## config.mk

```make
export PLATFORM = sky130hd
export DESIGN_NAME = trap_controller
export DESIGN_NICKNAME = d
export VERILOG_FILES = /design/src/rtl/trap_pkg.sv /design/src/rtl/trap_priority_encoder.sv /design/src/rtl/trap_controller.sv
export SDC_FILE = /design/constraint.sdc
export NUM_CORES = 1
export LEC_CHECK = 0
export ABC_AREA = 1
export BUFFER_PORTS_ARGS = -buffer_cell sky130_fd_sc_hd__buf_2
export CAP_MARGIN = 20
export CORE_ASPECT_RATIO = 0.9
export CORE_MARGIN = 4
export CORE_UTILIZATION = 56
export CTS_CLUSTER_SIZE = 16
export DETAILED_ROUTE_END_ITERATION = 8
export PLACE_DENSITY_LB_ADDON = 0.25
export SETUP_SLACK_MARGIN = 0.5
export SLEW_MARGIN = 25
export SYNTH_ARGS = -nofsm -noshare
export SYNTH_HDL_FRONTEND = slang
export SYNTH_HIERARCHICAL = 1
export SYNTH_SLANG_ARGS = --single-unit
```

## constraint.sdc

```tcl
create_clock -name i_clk -period 3.2 [get_ports i_clk]
set_input_delay 0.32 -clock i_clk [delete_from_list [all_inputs] [get_ports i_clk]]
set_output_delay 0.32 -clock i_clk [all_outputs]
set_load 0.01 [all_outputs]
```

## src/rtl/trap_pkg.sv

```systemverilog
// trap_pkg: shared constants for the machine-mode trap unit.
// Holds CSR addresses, synchronous exception cause codes, SYSTEM funct12
// encodings, mstatus bit positions and the redirect FSM state encoding.
package trap_pkg;

   // CSR address map
   localparam logic [11:0] CSR_MSTATUS = 12'h300;
   localparam logic [11:0] CSR_MIE     = 12'h304;
   localparam logic [11:0] CSR_MTVEC   = 12'h305;
   localparam logic [11:0] CSR_MEPC    = 12'h341;
   localparam logic [11:0] CSR_MCAUSE  = 12'h342;
   localparam logic [11:0] CSR_MTVAL   = 12'h343;
   localparam logic [11:0] CSR_MIP     = 12'h344;

   // Synchronous exception cause codes (ecall code is a top-level parameter)
   localparam int CAUSE_FETCH_MISALIGN = 0;
   localparam int CAUSE_ILLEGAL        = 2;
   localparam int CAUSE_BREAKPOINT     = 3;
   localparam int CAUSE_LOAD_MISALIGN  = 4;
   localparam int CAUSE_STORE_MISALIGN = 6;

   // i_EXCOp encodings
   localparam logic [1:0] EXC_NONE    = 2'b00;
   localparam logic [1:0] EXC_SYSTEM  = 2'b01;
   localparam logic [1:0] EXC_ILLEGAL = 2'b10;

   // SYSTEM instruction funct12 values (funct3 == 000)
   localparam logic [11:0] F12_ECALL  = 12'h000;
   localparam logic [11:0] F12_EBREAK = 12'h001;
   localparam logic [11:0] F12_MRET   = 12'h302;

   // mstatus bit positions
   localparam int MSTATUS_MIE  = 3;
   localparam int MSTATUS_MPIE = 7;

   typedef enum logic [1:0] {
      ST_RUN    = 2'd0,
      ST_ENTER  = 2'd1,
      ST_RETURN = 2'd2
   } trap_state_t;

endpackage

```

## src/rtl/trap_priority_encoder.sv

```systemverilog
// trap_priority_encoder: picks the single winning event among pending
// interrupts, synchronous exceptions and mret.
// Purely combinational. Ports: irq_pend (enabled, globally unmasked irqs),
// per-exception flags and mret in; evt_vld/evt_intr/evt_mret/evt_tval/evt_code out.
module trap_priority_encoder
   import trap_pkg::*;
#(
   parameter int NUM_IRQ        = 4,
   parameter int IRQ_CAUSE_BASE = 16,
   parameter int ECALL_CAUSE    = 11,
   parameter int CODE_W         = 31
) (
   input  logic [NUM_IRQ-1:0] irq_pend,
   input  logic               fetch_misalign,
   input  logic               illegal,
   input  logic               ebreak,
   input  logic               ecall,
   input  logic               load_misalign,
   input  logic               store_misalign,
   input  logic               mret,
   output logic               evt_vld,
   output logic               evt_intr,
   output logic               evt_mret,
   output logic               evt_tval,   // event reports i_tval in mtval
   output logic [CODE_W-1:0]  evt_code
);

   always_comb begin
      evt_vld  = 1'b0;
      evt_intr = 1'b0;
      evt_mret = 1'b0;
      evt_tval = 1'b0;
      evt_code = '0;
      if (|irq_pend) begin
         evt_vld  = 1'b1;
         evt_intr = 1'b1;
         // Scan from the top down so the lowest set index is the last write.
         for (int i = NUM_IRQ - 1; i >= 0; i--) begin
            if (irq_pend[i]) begin
               evt_code = CODE_W'(IRQ_CAUSE_BASE + i);
            end
         end
      end else if (fetch_misalign) begin
         evt_vld  = 1'b1;
         evt_tval = 1'b1;
         evt_code = CODE_W'(CAUSE_FETCH_MISALIGN);
      end else if (illegal) begin
         evt_vld  = 1'b1;
         evt_tval = 1'b1;
         evt_code = CODE_W'(CAUSE_ILLEGAL);
      end else if (ebreak) begin
         evt_vld  = 1'b1;
         evt_code = CODE_W'(CAUSE_BREAKPOINT);
      end else if (ecall) begin
         evt_vld  = 1'b1;
         evt_code = CODE_W'(ECALL_CAUSE);
      end else if (load_misalign) begin
         evt_vld  = 1'b1;
         evt_tval = 1'b1;
         evt_code = CODE_W'(CAUSE_LOAD_MISALIGN);
      end else if (store_misalign) begin
         evt_vld  = 1'b1;
         evt_tval = 1'b1;
         evt_code = CODE_W'(CAUSE_STORE_MISALIGN);
      end else if (mret) begin
         evt_vld  = 1'b1;
         evt_mret = 1'b1;
      end
   end

endmodule

```

## src/rtl/trap_controller.sv

```systemverilog
// trap_controller: machine-mode trap unit. Decodes SYSTEM ops, collects
// misalignment faults and interrupts, owns the M-mode trap CSRs and drives a
// two-phase flush/redirect FSM (event in cycle N, redirect N+1, accept N+2).
// Ports: i_clk/i_rst (sync, active-high); commit-point instruction info
// (i_valid, i_pc, i_EXCOp, i_funct3, i_funct12, misalign flags, i_tval);
// i_irq level interrupts; CSR write port (i_csrWe/i_csrAddr/i_csrWdata) and
// combinational read o_csrRdata; o_flush/o_redirect/o_redirectPc/o_trapTaken/o_mret.
// Optional: VECTORED_MTVEC_EN enables vectored interrupt targets via mtvec[0].
module trap_controller
   import trap_pkg::*;
#(
   parameter int              XLEN           = 32,
   parameter int              NUM_IRQ        = 4,
   parameter int              IRQ_CAUSE_BASE = 16,
   parameter int              ECALL_CAUSE    = 11,
   parameter logic [XLEN-1:0] RESET_MTVEC    = 32'h0000_0100
) (
   input  logic               i_clk,
   input  logic               i_rst,
   input  logic               i_valid,
   input  logic [XLEN-1:0]    i_pc,
   input  logic [1:0]         i_EXCOp,
   input  logic [2:0]         i_funct3,
   input  logic [11:0]        i_funct12,
   input  logic               i_fetchMisalign,
   input  logic               i_loadMisalign,
   input  logic               i_storeMisalign,
   input  logic [XLEN-1:0]    i_tval,
   input  logic [NUM_IRQ-1:0] i_irq,
   input  logic               i_csrWe,
   input  logic [11:0]        i_csrAddr,
   input  logic [XLEN-1:0]    i_csrWdata,
   output logic [XLEN-1:0]    o_csrRdata,
   output logic               o_flush,
   output logic               o_redirect,
   output logic [XLEN-1:0]    o_redirectPc,
   output logic               o_trapTaken,
   output logic               o_mret
);

   localparam int CODE_W = XLEN - 1;

`ifdef VECTORED_MTVEC_EN
   // mtvec[0] selects vectored mode; mtvec[1] is hardwired low.
   localparam logic [XLEN-1:0] MTVEC_MASK = ~XLEN'(2);
`else
   localparam logic [XLEN-1:0] MTVEC_MASK = ~XLEN'(3);
`endif

   trap_state_t     state;
   logic            mst_mie;
   logic            mst_mpie;
   logic [XLEN-1:0] mie_q;
   logic [XLEN-1:0] mtvec_q;
   logic [XLEN-1:0] mepc_q;
   logic [XLEN-1:0] mcause_q;
   logic [XLEN-1:0] mtval_q;

   // ---------------------------------------------------------------
   // Decode; everything is gated by "RUN with a committing instruction"
   // so the encoder only ever reports an event that will be accepted.
   // ---------------------------------------------------------------
   logic run_vld;
   logic sys_zero;
   logic dec_ecall, dec_ebreak, dec_mret, dec_illegal;
   logic [NUM_IRQ-1:0] irq_pend;

   assign run_vld     = (state == ST_RUN) && i_valid;
   assign sys_zero    = (i_EXCOp == EXC_SYSTEM) && (i_funct3 == 3'b000);
   assign dec_ecall   = sys_zero && (i_funct12 == F12_ECALL);
   assign dec_ebreak  = sys_zero && (i_funct12 == F12_EBREAK);
   assign dec_mret    = sys_zero && (i_funct12 == F12_MRET);
   assign dec_illegal = (i_EXCOp == EXC_ILLEGAL) ||
                        (sys_zero && !dec_ecall && !dec_ebreak && !dec_mret);
   assign irq_pend    = (i_irq & mie_q[NUM_IRQ-1:0]) & {NUM_IRQ{mst_mie & run_vld}};

   logic              evt_vld, evt_intr, evt_mret, evt_tval;
   logic [CODE_W-1:0] evt_code;

   trap_priority_encoder #(
      .NUM_IRQ        (NUM_IRQ),
      .IRQ_CAUSE_BASE (IRQ_CAUSE_BASE),
      .ECALL_CAUSE    (ECALL_CAUSE),
      .CODE_W         (CODE_W)
   ) u_prio (
      .irq_pend       (irq_pend),
      .fetch_misalign (run_vld & i_fetchMisalign),
      .illegal        (run_vld & dec_illegal),
      .ebreak         (run_vld & dec_ebreak),
      .ecall          (run_vld & dec_ecall),
      .load_misalign  (run_vld & i_loadMisalign),
      .store_misalign (run_vld & i_storeMisalign),
      .mret           (run_vld & dec_mret),
      .evt_vld        (evt_vld),
      .evt_intr       (evt_intr),
      .evt_mret       (evt_mret),
      .evt_tval       (evt_tval),
      .evt_code       (evt_code)
   );

   logic take_trap, take_mret, csr_wr;
   assign take_trap = evt_vld && !evt_mret;
   assign take_mret = evt_vld && evt_mret;
   // An instruction that raises an event never commits, so its CSR write is dropped.
   assign csr_wr    = run_vld && i_csrWe && !evt_vld;

   // ---------------------------------------------------------------
   // Targets
   // ---------------------------------------------------------------
   logic [XLEN-1:0] mtvec_base, mepc_rd, trap_tgt;
   assign mtvec_base = {mtvec_q[XLEN-1:2], 2'b00};
   assign mepc_rd    = {mepc_q[XLEN-1:2], 2'b00};

`ifdef VECTORED_MTVEC_EN
   assign trap_tgt = (mtvec_q[0] && evt_intr) ? mtvec_base + (XLEN'(evt_code) << 2)
                                              : mtvec_base;
`else
   assign trap_tgt = mtvec_base;
`endif

   // ---------------------------------------------------------------
   // CSR state
   // ---------------------------------------------------------------
   always_ff @(posedge i_clk) begin
      if (i_rst) begin
         mst_mie  <= 1'b0;
         mst_mpie <= 1'b0;
         mie_q    <= '0;
         mtvec_q  <= RESET_MTVEC & MTVEC_MASK;
         mepc_q   <= '0;
         mcause_q <= '0;
         mtval_q  <= '0;
      end else if (take_trap) begin
         mepc_q   <= i_pc;
         mcause_q <= {evt_intr, evt_code};
         mtval_q  <= evt_tval ? i_tval : '0;
         mst_mpie <= mst_mie;
         mst_mie  <= 1'b0;
      end else if (take_mret) begin
         mst_mie  <= mst_mpie;
         mst_mpie <= 1'b1;
      end else if (csr_wr) begin
         case (i_csrAddr)
            CSR_MSTATUS: begin
               mst_mie  <= i_csrWdata[MSTATUS_MIE];
               mst_mpie <= i_csrWdata[MSTATUS_MPIE];
            end
            CSR_MIE:    mie_q    <= i_csrWdata;
            CSR_MTVEC:  mtvec_q  <= i_csrWdata & MTVEC_MASK;
            CSR_MEPC:   mepc_q   <= i_csrWdata;
            CSR_MCAUSE: mcause_q <= i_csrWdata;
            CSR_MTVAL:  mtval_q  <= i_csrWdata;
            default: ;  // mip is read-only; unmapped writes vanish
         endcase
      end
   end

   // ---------------------------------------------------------------
   // Redirect FSM with registered outputs
   // ---------------------------------------------------------------
   always_ff @(posedge i_clk) begin
      if (i_rst) begin
         state        <= ST_RUN;
         o_flush      <= 1'b0;
         o_redirect   <= 1'b0;
         o_redirectPc <= '0;
         o_trapTaken  <= 1'b0;
         o_mret       <= 1'b0;
      end else begin
         case (state)
            ST_RUN: begin
               o_flush      <= 1'b0;
               o_redirect   <= 1'b0;
               o_redirectPc <= '0;
               o_trapTaken  <= 1'b0;
               o_mret       <= 1'b0;
               if (take_trap) begin
                  state        <= ST_ENTER;
                  o_flush      <= 1'b1;
                  o_redirect   <= 1'b1;
                  o_redirectPc <= trap_tgt;
                  o_trapTaken  <= 1'b1;
               end else if (take_mret) begin
                  state        <= ST_RETURN;
                  o_flush      <= 1'b1;
                  o_redirect   <= 1'b1;
                  o_redirectPc <= mepc_rd;
                  o_mret       <= 1'b1;
               end
            end
            default: begin
               // ENTER / RETURN: single redirect cycle, commit port ignored.
               state        <= ST_RUN;
               o_flush      <= 1'b0;
               o_redirect   <= 1'b0;
               o_redirectPc <= '0;
               o_trapTaken  <= 1'b0;
               o_mret       <= 1'b0;
            end
         endcase
      end
   end

   // ---------------------------------------------------------------
   // CSR read
   // ---------------------------------------------------------------
   always_comb begin
      o_csrRdata = '0;
      case (i_csrAddr)
         CSR_MSTATUS: begin
            o_csrRdata[MSTATUS_MIE]  = mst_mie;
            o_csrRdata[MSTATUS_MPIE] = mst_mpie;
         end
         CSR_MIE:    o_csrRdata = mie_q;
         CSR_MTVEC:  o_csrRdata = mtvec_q;
         CSR_MEPC:   o_csrRdata = mepc_rd;
         CSR_MCAUSE: o_csrRdata = mcause_q;
         CSR_MTVAL:  o_csrRdata = mtval_q;
         CSR_MIP:    o_csrRdata = XLEN'(i_irq);
         default:    o_csrRdata = '0;
      endcase
   end

endmodule
```

==> impl_metrics.env <==
export IMPL_synthesis_yosys_warnings=6
export IMPL_p_leak_nw=6.43
export IMPL_clock_path_buffers=2
export IMPL_drv_cap=0
export IMPL_clk_pin_slew_ns=0.07
export IMPL_die_x_um=151
export IMPL_htreeDepth=4
export IMPL_status="complete, no violations"
export IMPL_critPathRequiredTime_ns=3.53
export IMPL_drtIter0Drc=977
export IMPL_slew_headroom_pct=40.5
export IMPL_row_count=46
export IMPL_period_needed_ns=2.58
export IMPL_vias=10797
export IMPL_ys_seq_elements=193
export IMPL_avgSynthCellArea_um2=6.14
export IMPL_cp_start_kind="flop"
export IMPL_synth_xor_area_share_pct=0
export IMPL_hold_path_class="in2reg"
export IMPL_syn_area_mm2=0.0103
export IMPL_ant_nets=0
export IMPL_antenna_found_initial=2
export IMPL_synth_top_family_by_area="simple AND/OR/NAND/NOR gates"
export IMPL_final_cell_mix="nand2_1, nor2_1, buf_2"
export IMPL_overflow=0
export IMPL_seq_area_frac_synth_pct=37.5
export IMPL_dr_pass1_iters=6
export IMPL_cts_made_buffers=17
export IMPL_root_buffer="clkbuf_16"
export IMPL_synth_cells=1678
export IMPL_grt_usage_pct=29.7
export IMPL_postCtsHoldBufs=0
export IMPL_criticalPathCategory="reg2reg"
export IMPL_mostFrequentLayoutCell="nand2_1"
export IMPL_synthAdderAreaFrac_pct=0
export IMPL_port_buffers=199
export IMPL_hold_viol=0
export IMPL_wl_um=32700
export IMPL_switchingPower_mw=1.82
export IMPL_grt_pass1_vias=9588
export IMPL_switching_share_pct=29.4
export IMPL_setup_violations=0
export IMPL_area_growth_pct=18.5
export IMPL_dp_hpwl_um=19900
export IMPL_grt_first_pass_wirelength_um=48000
export IMPL_ys_types=31
export IMPL_wl_per_cell_um=15.6
export IMPL_dp_cells=2060
export IMPL_finalPower_mw=6.20
export IMPL_initial_core_util_pct=57.7
export IMPL_worstPathArrival_ns=2.92
export IMPL_skew_ns=0.00735
export IMPL_fin_crit_sh_pct=80.8
export IMPL_synth_mux_area_fraction_pct=0
export IMPL_cts_tree="built"
export IMPL_yosys_area_share_simple_pct=40.2
export IMPL_path_max_fanout=27
export IMPL_place_gp_congestion=0.895
export IMPL_grt_max_degree=55
export IMPL_via_per_inst=5.14
export IMPL_nets=1984
export IMPL_fmax_mhz=387
export IMPL_ioPinCount=204
export IMPL_die_h_um=137
export IMPL_final_cells=2102
export IMPL_ir_worst_vdd_mv=0.379
export IMPL_drive_above_1_share_pct=18.4
export IMPL_drcViolationCount=0
export IMPL_tns_ns=0
export IMPL_dieArea_mm2=0.0206
export IMPL_cts_sinks=193
export IMPL_internal_power_mw=4.38
export IMPL_rsz0062_at_grt="false"
export IMPL_powerDensity_mw_per_mm2=508
export IMPL_clockPowerShare_pct=37.5
export IMPL_combinationalPowerShare_pct=20.0
export IMPL_drv_slew=0
export IMPL_seq_power_share_pct=42.5
export IMPL_crit_path_end_kind="flop"
export IMPL_synth_compound_area_share_pct=8.52
export IMPL_clkLatencyLatePin_ns=0.45
export IMPL_worst_pin_slew_ns=0.889
export IMPL_core_mm2=0.0178
-- stage by stage --
step	hold WS [ns]	worst slack [ns]	utilization, %	instance area (um2)
after floorplan	0.426	0.725	-	10400
after global placement	0.447	0.243	63.5	11300
after detailed placement	0.449	0.172	63.5	11300
after CTS	0.115	0.507	67.1	12000
after global routing	0.133	0.479	68.4	12200
final	0.123	0.616	68.4	12200
-- power groups by stage --
stage	clock [mW]	combinational [mW]	sequential [mW]
after global placement	0	1.08	2.68
after CTS	2.34	1.11	2.63
after global routing	2.44	1.38	2.65
after detailed placement	0	1.10	2.69
after floorplan	0	0.811	2.67
final	2.33	1.24	2.64
-- what timing repair did --
item	CTS	global route
gates cloned	0	4
pin swaps	0	3
endpoints found under the setup margin	33	159
setup buffers	0	5
resized for setup	3	24
-- cell usage after synthesis (all sizes together) --
cell type	count	area (um2)
inv	204	766
nand4	5	31.3
o211ai	1	7.51
clkbuf	41	154
nor3	14	70.1
a32o	1	10.0
nor2	385	1540
buf	71	485
dfxtp	193	3860
clkinv	2	7.51
o22ai	42	263
nor4	3	18.8
a21oi	27	176
o21ai	84	420
conb	2	7.51
nand2	516	2010
nand3	86	455
or2	1	6.26
-- kinds of logic after synthesis --
| logic type | after synthesis |
|---|---|
| buffers and inverters | 318 |
| other | 2 |
| flip-flops | 193 |
| AND/OR/NAND/NOR | 1010 |
| AO/OA/AOI/OAI | 155 |
-- per-layer routing --
metal  up-vias  track usage, %  wire length [um]
li1       5401               -                 -
met1      4777            38.6             13200
met2       539            49.6             15200
met3        78            5.63              3360
met4         2            10.4               890
met5         -               0                13
-- area by class of cell --
type / instances / area, um2
sequential: 193 / 3860
inverter: 206 / 791
timing repair buffer: 237 / 1430
clock buffer: 22 / 484
tap: 240 / 300
clock inverter: 10 / 155
antenna: 1 / 2.50
multi-input combinational: 1193 / 5170
fill: 1594 / 5640
-- flip-flops by register name, indices dropped and copies added, names as in the netlist, 2 cells and up --
signal	flops
mcause_q	32
mtval_q	32
o_redirectPc	30
mepc_q	30
state	2
mie_q	32
mtvec_q	30
-- worst paths after layout --
path,slack [ns],start,endpoint,depth (start not counted)
setup / recovery,0.62,state[1],mcause_q[19],16
hold / removal,0.12,i_csrWdata[0],mie_q[0],3
setup reg to reg,0.62,state[1],mcause_q[19],16
hold reg to reg,0.46,state[1],o_redirect,1
-- worst max-delay path: stages, from the launching register on --
cell,delay (ns)
dfxtp_1,0.32
inv_1,0.11
nand3_4,0.14
nor4_2,0.30
buf_4,0.17
nor2_4,0.05
nand2_1,0.08
nor2_1,0.05
nand3_2,0.09
inv_2,0.09
nor2_4,0.23
inv_6,0.12
nand2_1,0.13
nand2_4,0.12
clkbuf_16,0.25
nor2_1,0.14
nor2_1,0.07
Power figures use the tool's default switching activity.
